===== src/rtl/ctrl_pkg.sv =====
// Shared definitions for the ID/EX control pipeline: opcodes, ALU selects,
// the packed control bundle and the MULT interlock FSM states.
package ctrl_pkg;

  localparam int unsigned ALU_SEL_W = 4;

  localparam logic [3:0] OP_ADD   = 4'd0;
  localparam logic [3:0] OP_SUB   = 4'd1;
  localparam logic [3:0] OP_AND   = 4'd2;
  localparam logic [3:0] OP_OR    = 4'd3;
  localparam logic [3:0] OP_MOV   = 4'd4;
  localparam logic [3:0] OP_LOADI = 4'd5;
  localparam logic [3:0] OP_J     = 4'd6;
  localparam logic [3:0] OP_BEQ   = 4'd7;
  localparam logic [3:0] OP_ROR   = 4'd8;
  localparam logic [3:0] OP_SLL   = 4'd9;
  localparam logic [3:0] OP_SRL   = 4'd10;
  localparam logic [3:0] OP_SRA   = 4'd11;
  localparam logic [3:0] OP_BNE   = 4'd12;
  localparam logic [3:0] OP_MULT  = 4'd13;

  localparam logic [ALU_SEL_W-1:0] ALU_FWD = 4'd0;
  localparam logic [ALU_SEL_W-1:0] ALU_ADD = 4'd1;
  localparam logic [ALU_SEL_W-1:0] ALU_AND = 4'd2;
  localparam logic [ALU_SEL_W-1:0] ALU_OR  = 4'd3;
  localparam logic [ALU_SEL_W-1:0] ALU_ROR = 4'd4;
  localparam logic [ALU_SEL_W-1:0] ALU_SLL = 4'd5;
  localparam logic [ALU_SEL_W-1:0] ALU_SRL = 4'd6;
  localparam logic [ALU_SEL_W-1:0] ALU_SRA = 4'd7;
  localparam logic [ALU_SEL_W-1:0] ALU_MUL = 4'd8;

  typedef struct packed {
    logic                 wrten;
    logic                 cmplmnt_sel;
    logic                 immd_sel;
    logic [ALU_SEL_W-1:0] alu_op;
    logic                 jump;
    logic                 branch;
    logic                 bne;
  } ctrl_t;

  typedef enum logic {
    RUN,
    MULT_WAIT
  } state_t;

endpackage


===== src/rtl/ctrl_decode.sv =====
// Combinational opcode decoder: opcode -> control bundle plus illegal flag.
// Opcodes above OP_MULT are illegal and decode to all-zero controls.
module ctrl_decode
  import ctrl_pkg::*;
#(
  parameter int unsigned OPCODE_W = 8
) (
  input  logic [OPCODE_W-1:0] opcode,
  output ctrl_t               ctrl,
  output logic                illegal
);

  // Table lookup; every unlisted field stays 0.
  always_comb begin
    ctrl    = '0;
    illegal = 1'b0;
    if (opcode > OPCODE_W'(OP_MULT)) begin
      illegal = 1'b1;
    end else begin
      case (opcode[3:0])
        OP_ADD:   begin ctrl.wrten = 1'b1; ctrl.cmplmnt_sel = 1'b1; ctrl.alu_op = ALU_ADD; end
        OP_SUB:   begin ctrl.wrten = 1'b1; ctrl.alu_op = ALU_ADD; end
        OP_AND:   begin ctrl.wrten = 1'b1; ctrl.cmplmnt_sel = 1'b1; ctrl.alu_op = ALU_AND; end
        OP_OR:    begin ctrl.wrten = 1'b1; ctrl.cmplmnt_sel = 1'b1; ctrl.alu_op = ALU_OR; end
        OP_MOV:   begin ctrl.wrten = 1'b1; ctrl.cmplmnt_sel = 1'b1; ctrl.alu_op = ALU_FWD; end
        OP_LOADI: begin ctrl.wrten = 1'b1; ctrl.immd_sel = 1'b1; ctrl.alu_op = ALU_FWD; end
        OP_J:     begin ctrl.jump = 1'b1; end
        OP_BEQ:   begin ctrl.alu_op = ALU_ADD; ctrl.branch = 1'b1; end
        OP_ROR:   begin ctrl.wrten = 1'b1; ctrl.immd_sel = 1'b1; ctrl.alu_op = ALU_ROR; end
        OP_SLL:   begin ctrl.wrten = 1'b1; ctrl.immd_sel = 1'b1; ctrl.alu_op = ALU_SLL; end
        OP_SRL:   begin ctrl.wrten = 1'b1; ctrl.immd_sel = 1'b1; ctrl.alu_op = ALU_SRL; end
        OP_SRA:   begin ctrl.wrten = 1'b1; ctrl.immd_sel = 1'b1; ctrl.alu_op = ALU_SRA; end
        OP_BNE:   begin ctrl.alu_op = ALU_ADD; ctrl.bne = 1'b1; end
        OP_MULT:  begin ctrl.wrten = 1'b1; ctrl.cmplmnt_sel = 1'b1; ctrl.alu_op = ALU_MUL; end
        default:  illegal = 1'b1;
      endcase
    end
  end

endmodule


===== src/rtl/pipelined_ctrl_unit.sv =====
// ID/EX control pipeline register with stall, flush and a multi-cycle MULT
// interlock toward fetch. Optional illegal-opcode trap outputs are enabled by
// defining CTRL_ILLEGAL_TRAP_EN.
module pipelined_ctrl_unit
  import ctrl_pkg::*;
#(
  parameter int unsigned OPCODE_W     = 8,
  parameter int unsigned ALU_OP_W     = 4,
  parameter int unsigned MULT_LATENCY = 4
) (
  input  logic                CLK,
  input  logic                RESET,
  input  logic                id_valid,
  input  logic [OPCODE_W-1:0] id_opcode,
  output logic                id_ready,
  input  logic                ex_stall,
  input  logic                flush,
  output logic                ex_valid,
  output logic                ex_wrten,
  output logic                ex_cmplmnt_sel,
  output logic                ex_immd_sel,
  output logic                ex_jump,
  output logic                ex_branch,
  output logic                ex_bne,
  output logic [ALU_OP_W-1:0] ex_alu_op,
  output logic                mult_busy
`ifdef CTRL_ILLEGAL_TRAP_EN
  ,
  output logic                ex_illegal,
  output logic                illegal_seen
`endif
);

  localparam int unsigned    CNT_W      = $clog2(MULT_LATENCY) + 1;
  localparam logic [CNT_W-1:0] CNT_LOAD = CNT_W'(MULT_LATENCY - 1);
  localparam logic           MULT_MULTI = (MULT_LATENCY > 1);

  state_t           state, state_nxt;
  logic [CNT_W-1:0] cnt, cnt_nxt;
  ctrl_t            dec_ctrl, ld_ctrl, ex_ctrl;
  logic             dec_illegal;
  logic             xfer, accept;

  ctrl_decode #(.OPCODE_W(OPCODE_W)) u_decode (
    .opcode  (id_opcode),
    .ctrl    (dec_ctrl),
    .illegal (dec_illegal)
  );

  // Illegal opcodes never carry controls into EX, whatever the decoder emits.
  assign ld_ctrl = dec_illegal ? '0 : dec_ctrl;
  assign xfer    = id_valid && id_ready;
  // A transfer coinciding with flush is dropped; fetch re-presents it.
  assign accept  = xfer && !flush;

  // FSM state and MULT occupancy counter.
  always_ff @(posedge CLK) begin
    if (RESET) begin
      state <= RUN;
      cnt   <= '0;
    end else begin
      state <= state_nxt;
      cnt   <= cnt_nxt;
    end
  end

  // Next state: enter MULT_WAIT on an accepted multi-cycle MULT, leave when the counter hits 1.
  always_comb begin
    state_nxt = state;
    cnt_nxt   = cnt;
    if (!ex_stall) begin
      case (state)
        RUN: begin
          if (accept && MULT_MULTI && (id_opcode == OPCODE_W'(OP_MULT))) begin
            state_nxt = MULT_WAIT;
            cnt_nxt   = CNT_LOAD;
          end
        end
        MULT_WAIT: begin
          cnt_nxt = cnt - CNT_W'(1);
          if (cnt == CNT_W'(1)) state_nxt = RUN;
        end
        default: state_nxt = RUN;
      endcase
    end
  end

  // Handshake and interlock outputs.
  always_comb begin
    id_ready  = !RESET && !ex_stall && (state == RUN);
    mult_busy = (state == MULT_WAIT);
  end

  // EX control register: stall holds, flush and idle cycles insert a bubble.
  always_ff @(posedge CLK) begin
    if (RESET) begin
      ex_valid <= 1'b0;
      ex_ctrl  <= '0;
    end else if (!ex_stall) begin
      if (accept) begin
        ex_valid <= 1'b1;
        ex_ctrl  <= ld_ctrl;
      end else begin
        ex_valid <= 1'b0;
        ex_ctrl  <= '0;
      end
    end
  end

`ifdef CTRL_ILLEGAL_TRAP_EN
  // Illegal-transfer flag tracks ex_valid; illegal_seen is sticky until reset.
  always_ff @(posedge CLK) begin
    if (RESET) begin
      ex_illegal   <= 1'b0;
      illegal_seen <= 1'b0;
    end else if (!ex_stall) begin
      ex_illegal <= accept && dec_illegal;
      if (accept && dec_illegal) illegal_seen <= 1'b1;
    end
  end
`endif

  assign ex_wrten       = ex_ctrl.wrten;
  assign ex_cmplmnt_sel = ex_ctrl.cmplmnt_sel;
  assign ex_immd_sel    = ex_ctrl.immd_sel;
  assign ex_jump        = ex_ctrl.jump;
  assign ex_branch      = ex_ctrl.branch;
  assign ex_bne         = ex_ctrl.bne;
  assign ex_alu_op      = ALU_OP_W'(ex_ctrl.alu_op);

endmodule


===== config.mk =====
export PLATFORM = sky130hd
export DESIGN_NAME = pipelined_ctrl_unit
export DESIGN_NICKNAME = d
export VERILOG_FILES = /design/src/rtl/ctrl_pkg.sv /design/src/rtl/ctrl_decode.sv /design/src/rtl/pipelined_ctrl_unit.sv
export SDC_FILE = /design/constraint.sdc
export NUM_CORES = 1
export LEC_CHECK = 0
export CAP_MARGIN = 15
export CORE_MARGIN = 2
export CORE_UTILIZATION = 46
export CTS_CLUSTER_SIZE = 28
export DETAILED_ROUTE_END_ITERATION = 10
export HOLD_SLACK_MARGIN = 0.02
export PLACE_DENSITY = 0.82
export SLEW_MARGIN = 20
export SYNTH_ARGS = -nofsm -noshare
export SYNTH_HDL_FRONTEND = slang
export SYNTH_SLANG_ARGS = --single-unit

===== constraint.sdc =====
create_clock -name CLK -period 4.2 [get_ports CLK]
set_input_delay 1.26 -clock CLK [delete_from_list [all_inputs] [get_ports CLK]]
set_output_delay 1.26 -clock CLK [all_outputs]
set_load 0.005 [all_outputs]

==> results of run 1 <==
how the worst max path moves through the flow:
stage / to / startpoint / slack (ns)
after CTS: id_ready / ex_stall / 0.24
after global placement: id_ready / ex_stall / 0.27
final: id_ready / ex_stall / 0.26
after detailed placement: id_ready / ex_stall / 0.25
after floorplan: id_ready / ex_stall / 1.17
after global routing: id_ready / ex_stall / 0.19
final cells by class:
class,count,area [um2],share of cell area
clock buffer,4,26.3,0.0259
inverter,4,15.0,0.0148
multi-input combinational,61,389,0.383
sequential,15,300,0.296
tap,16,20.0,0.0197
timing repair buffer,27,265,0.261
worst min-delay path: cells and delay by family, from the launching register on:
kind             cells  cell delay, ns
flip-flops           1            0.32
AND/OR/NAND/NOR      2            0.09
layer usage:
layer / up-vias / share of wire
met3: 2 / 0.056
met4: 0 / 0.011
met5: - / 0
met2: 19 / 0.48
met1: 321 / 0.46
li1: 346 / -
power groups by stage:
stage | sequential (mW) | combinational, mW | clock, mW
6_report | 0.143 | 0.0325 | 0.0818
3_5_place_dp | 0.146 | 0.0324 | 0
3_3_place_gp | 0.146 | 0.0319 | 0
4_1_cts | 0.143 | 0.0325 | 0.0844
2_1_floorplan | 0.146 | 0.0153 | 0
5_1_grt | 0.143 | 0.0351 | 0.0900
per-stage QoR:
step,util,hold slack (ns),setup slack [ns],instance area [um2]
floorplan,-,0.435,1.17,726
global placement,0.665,0.428,0.266,990
detailed placement,0.665,0.436,0.247,990
CTS,0.682,0.449,0.242,1020
global route,0.682,0.470,0.192,1020
finish,0.682,0.444,0.257,1020
logic make-up (layout without fill, tap and decap cells):
| logic type | after synthesis | count (layout) | share of synthesized area |
|---|---|---|---|
| flops | 15 | 15 | 0.414 |
| simple gates | 37 | 37 | 0.291 |
| xor+xnor | 1 | 1 | 0.0121 |
| compound gates | 21 | 21 | 0.198 |
| buf+inv | 9 | 35 | 0.0500 |
| fa+ha+maj | 2 | 2 | 0.0345 |
sequential cells by signal (all words and copies together), names as in the netlist:
name,count
ex_valid,1
ex_alu_op,4
mult_busy,1
ex_bne,1
cnt,3
ex_branch,1
ex_immd_sel,1
ex_cmplmnt_sel,1
ex_wrten,1
ex_jump,1
layout by cell type, fill, tap and decap left out, types with 3 or more instances in the layout:
master / n
nand2_1: 13
o21ai_0: 5
dfxtp_1: 15
clkbuf_4: 3
a22oi_1: 3
clkdlybuf4s50_1: 25
a21oi_1: 6
nor3_1: 3
nor2b_1: 5
inv_1: 4
nor2_1: 7
==> results_dict.tcl, run 1 <==
set metrics [dict create \
    outcome "finished clean" \
    timing.fmax_mhz 254 \
    top_usage_layer "met2" \
    r2r-end "cnt[2]$_SDFFE_PP0P_" \
    setup_viol_count_final 0 \
    required_ns 2.94 \
    clk_pin_slew_ns 0.09 \
    grt_pass1_vias 679 \
    synthArstFlopShare 0 \
    tns_ns 0 \
    grt_max_degree 14 \
    synth_top_area_share 0.414 \
    crit_path_start_kind "input pin" \
    path_class "input pin to output pin" \
    post-place-cells 123 \
    clockBufferDepth 2 \
    reg2reg_depth 4 \
    hold_depth 2 \
    core.rowCount 14 \
    synth_ff_type "dfxtp_1" \
    cp-end-kind "output pin" \
    clock_latency_ns 0.28 \
    crit_family "buffers and inverters" \
    fillers 134 \
    cts_setup_buffers 0 \
    grt_use_met1 0.217 \
    hold_start "ex_cmplmnt_sel$_SDFFE_PP0N_" \
    switching_share 0.236 \
    use_met3 0.0292 \
    synth_edf_count 0 \
    r2r_slack_ns 2.45 \
    finalHoldViolations 0 \
    cp_max_fo 3 \
    cts-root-buf "clkbuf_4" \
    ir_drop_mv 0.213 \
    hold_path_class "flop to flop" \
    drive_gt1_frac 0.0901 \
    yosysWarnings 0 \
    cp_num_buf_inv 3 \
    drt_first_pass_iters 4 \
    rsz0062_at_grt "no" \
    path_common_cell "clkdlybuf4s50_1" \
    slew_violations 0 \
    synth.avg_cell_area_um2 8.54 \
    routed_wl_mm 1.61 \
    synth_cells 85 \
    io_pins 26 \
    tightest_slew_ns 0.475 \
    first_iter_violations 14 \
    port_buffers 25 \
    via_count 688 \
    combPwrFrac 0.127 \
    relSlewSlack 0.682 \
    syn-num-nets 100 \
    switching_power_mw 0.0606 \
    dieArea_um2 1910 \
    synth_most_common_cell "dfxtp_1" \
    grt_pass1_wl_mm 2.64 \
    synthToLayoutAreaGrowth_pct 40.0 \
    met2_usage 0.312 \
    via_per_inst 5.42 \
    h-tree-depth 1 \
    seq_area_frac_synth 0.414 \
    final_cells 127 \
    crit_slowest_cell "clkdlybuf4s50_1" \
    clock-sinks 15 \
    nets 127 \
    holdPathEnd "ex_cmplmnt_sel$_SDFFE_PP0N_" \
    cts_hold_buf 0 \
    p_total_mw 0.257 \
    ctsResizeCount 0 \
    cp_cell_sequence "clkdlybuf4s50_1 > or3_1 > inv_1 > clkdlybuf4s50_1" \
    seqPwrFrac 0.555 \
    synth-seq-cells 15 \
    routedWlPerCell_um 12.6 \
    ant_nets 0 \
    antennaDiodeCount 0 \
    start_util 0.487 \
    finClkSkew_ns 0.00648 \
    path_depth 4 \
    synth_common_cells "15 x dfxtp_1, 13 x nand2_1, 7 x nor2_1, 6 x a21oi_1" \
    fp.dieW_um 43.7 \
    gr-total-overflow 0 \
    die_h_um 43.7 \
    antenna_found_initial 0 \
    synth_area_um2 726 \
    tritoncts "built" \
    max_cap_viol_count 0 \
    period_minus_slack_ns 3.94 \
    netlist_top_cells_area "dfxtp_1 41%, nand2_1 6.7%, nor2b_1 4.3%, a21oi_1 4.1%, nor2_1 3.6%" \
    arrival_ns 2.68 \
    grt_usage 0.184 \
    synth.distinct_cells 28 \
    p_int_mw 0.196 \
    cp_slowest_stage_delay_ns 0.49 \
    p_leak_nw 0.367 \
    drc 0 \
    place.gp.congestion 0.750 \
    finalCritPeriodShare 0.939 \
    synth_top_area_cell "dfxtp_1" \
    power_frac_clock 0.318 \
    r2r-start "mult_busy$_SDFFE_PP0N_" \
    core-area_um2 1490 \
    cts_buffers 3 \
    power.density_nw_per_um2 253 \
]
Power figures use the tool's default switching activity.
==> run 2: changes to the inputs <==
PLACE_DENSITY = 0.8   (was 0.82)
==> run 2 against run 1 <==
Compared with the run above:
- final cell count unchanged
- critical path depth unchanged
- non-clock buffer count unchanged
- wire length decreased by 3.7%
- sequential power about the same
- critical endpoint unchanged
- total power decreased by 1.5%
- clock skew decreased by 0.0035 ns
- register-to-register slack about the same
==> results_dict.tcl, run 2 (same netlist as run 1, synthesis figures left out) <==
set metrics [dict create \
    outcome "finished clean" \
    core-area_um2 1490 \
    post-route-worst-setup-slack_ns 0.255 \
    tightest_slew_ns 0.469 \
    slew_violations 0 \
    preCtsSetupSlack_ns 0.250 \
    cp_max_fo 3 \
    final_area_um2 1020 \
    cts-root-buf "clkbuf_4" \
    antennaDiodeCount 0 \
    clock-sinks 15 \
    ant_nets 0 \
    via_per_inst 5.34 \
    ir_drop_mv 0.173 \
    final_common_cell "clkdlybuf4s50_1" \
    hold_path_class "flop to flop" \
    cp_slowest_stage_delay_ns 0.49 \
    p_int_mw 0.196 \
    crit_path_start_kind "input pin" \
    power.density_nw_per_um2 249 \
    hold_depth 2 \
    final_util 0.682 \
    crit_family "buffers and inverters" \
    cts_buffers 3 \
    antenna_found_initial 0 \
    power_frac_clock 0.309 \
    cp_cell_sequence "clkdlybuf4s50_1 > or3_1 > inv_1 > clkdlybuf4s50_1" \
    nets 127 \
    cp_num_buf_inv 3 \
    routedWlPerCell_um 12.2 \
    seqPwrFrac 0.564 \
    die_h_um 43.7 \
    first_iter_violations 7 \
    dieArea_um2 1910 \
    required_ns 2.94 \
    synthToLayoutAreaGrowth_pct 40.0 \
    ctsResizeCount 0 \
    path_depth 4 \
    reg2reg_depth 4 \
    final_cell_mix "25 x clkdlybuf4s50_1, 15 x dfxtp_1, 13 x nand2_1" \
    largest_register_ffs 4 \
    cp-end-kind "output pin" \
    drive_gt1_frac 0.0901 \
    tritoncts "built" \
    finalCritPeriodShare 0.939 \
    arrival_ns 2.69 \
    io_pins 26 \
    cts_hold_buf 0 \
    h-tree-depth 1 \
    timing.fmax_mhz 253 \
    port_buffers 25 \
    fp.dieW_um 43.7 \
    start_util 0.487 \
    post-place-cells 123 \
    p_leak_nw 0.367 \
    placedInstanceArea_um2 990 \
    place.gp.congestion 0.779 \
    dpl.hpwl_mm 1.14 \
    final_cells 127 \
    via_count 678 \
    core.rowCount 14 \
    clock_latency_ns 0.27 \
    tns_ns 0 \
    setup_viol_count_final 0 \
    combPwrFrac 0.127 \
    gr-total-overflow 0 \
    grt_max_degree 14 \
    max_cap_viol_count 0 \
    grt_usage 0.180 \
    relSlewSlack 0.686 \
    finClkSkew_ns 0.00300 \
    drc 0 \
    cts_setup_buffers 0 \
    switching_share 0.225 \
    switching_power_mw 0.0569 \
    fillers 139 \
    p_total_mw 0.253 \
    drt_first_pass_iters 4 \
    path_common_cell "clkdlybuf4s50_1" \
    grt_pass1_wl_mm 2.54 \
    crit_slowest_cell "clkdlybuf4s50_1" \
    clockBufferDepth 2 \
    clk_pin_slew_ns 0.08 \
    hold_ws_ns 0.437 \
    routed_wl_mm 1.55 \
    path_class "input pin to output pin" \
    finalHoldViolations 0 \
    rsz0062_at_grt "no" \
    period_minus_slack_ns 3.95 \
    grt_pass1_vias 627 \
]
[run 2: cell counts in the layout (fill, tap and decap cells not counted)]
Identical to the previous run, type by type.
[run 2: final timing paths]
path	start	to	slack [ns]
min	ex_cmplmnt_sel$_SDFFE_PP0N_	ex_cmplmnt_sel$_SDFFE_PP0N_	0.44
min reg2reg	ex_cmplmnt_sel$_SDFFE_PP0N_	ex_cmplmnt_sel$_SDFFE_PP0N_	0.44
max	ex_stall	id_ready	0.25
max reg2reg	mult_busy$_SDFFE_PP0N_	cnt[1]$_SDFFE_PP0P_	2.44
[run 2: power groups by stage]
| stage | Clock [mW] | Combinational [mW] | Sequential (mW) |
|---|---|---|---|
| 3_3_place_gp | 0 | 0.0321 | 0.146 |
| 4_1_cts | 0.0833 | 0.0324 | 0.143 |
| 2_1_floorplan | 0 | 0.0153 | 0.146 |
| 6_report | 0.0783 | 0.0322 | 0.143 |
| 5_1_grt | 0.0885 | 0.0354 | 0.143 |
| 3_5_place_dp | 0 | 0.0322 | 0.146 |
[run 2: area by class of cell]
| cell class | count | area (um2) | area share |
|---|---|---|---|
| multi-input combinational | 61 | 389 | 0.383 |
| sequential | 15 | 300 | 0.296 |
| timing repair buffer | 27 | 265 | 0.261 |
| inverter | 4 | 15.0 | 0.0148 |
| tap | 16 | 20.0 | 0.0197 |
| clock buffer | 4 | 26.3 | 0.0259 |
[run 2: routing by layer]
| layer | track usage | up-vias | routed length, um |
|---|---|---|---|
| met4 | 0.0909 | 0 | 15 |
| met2 | 0.306 | 15 | 771 |
| li1 | - | 347 | - |
| met1 | 0.209 | 314 | 681 |
| met5 | 0 | - | 0 |
| met3 | 0.0417 | 2 | 77 |
[run 2: worst reg2reg max path: stages (launching register included)]
cell	delay, ns
dfxtp_1	0.34
or3_1	0.42
nor3_4	0.46
nand4_4	0.19
a221oi_2	0.26
==> run 3: changes to the inputs <==
SKIP_CTS_REPAIR_TIMING = 1   (was default)
==> results of run 3 <==
Final layout, timing and power as in run 2 (identical DEF).
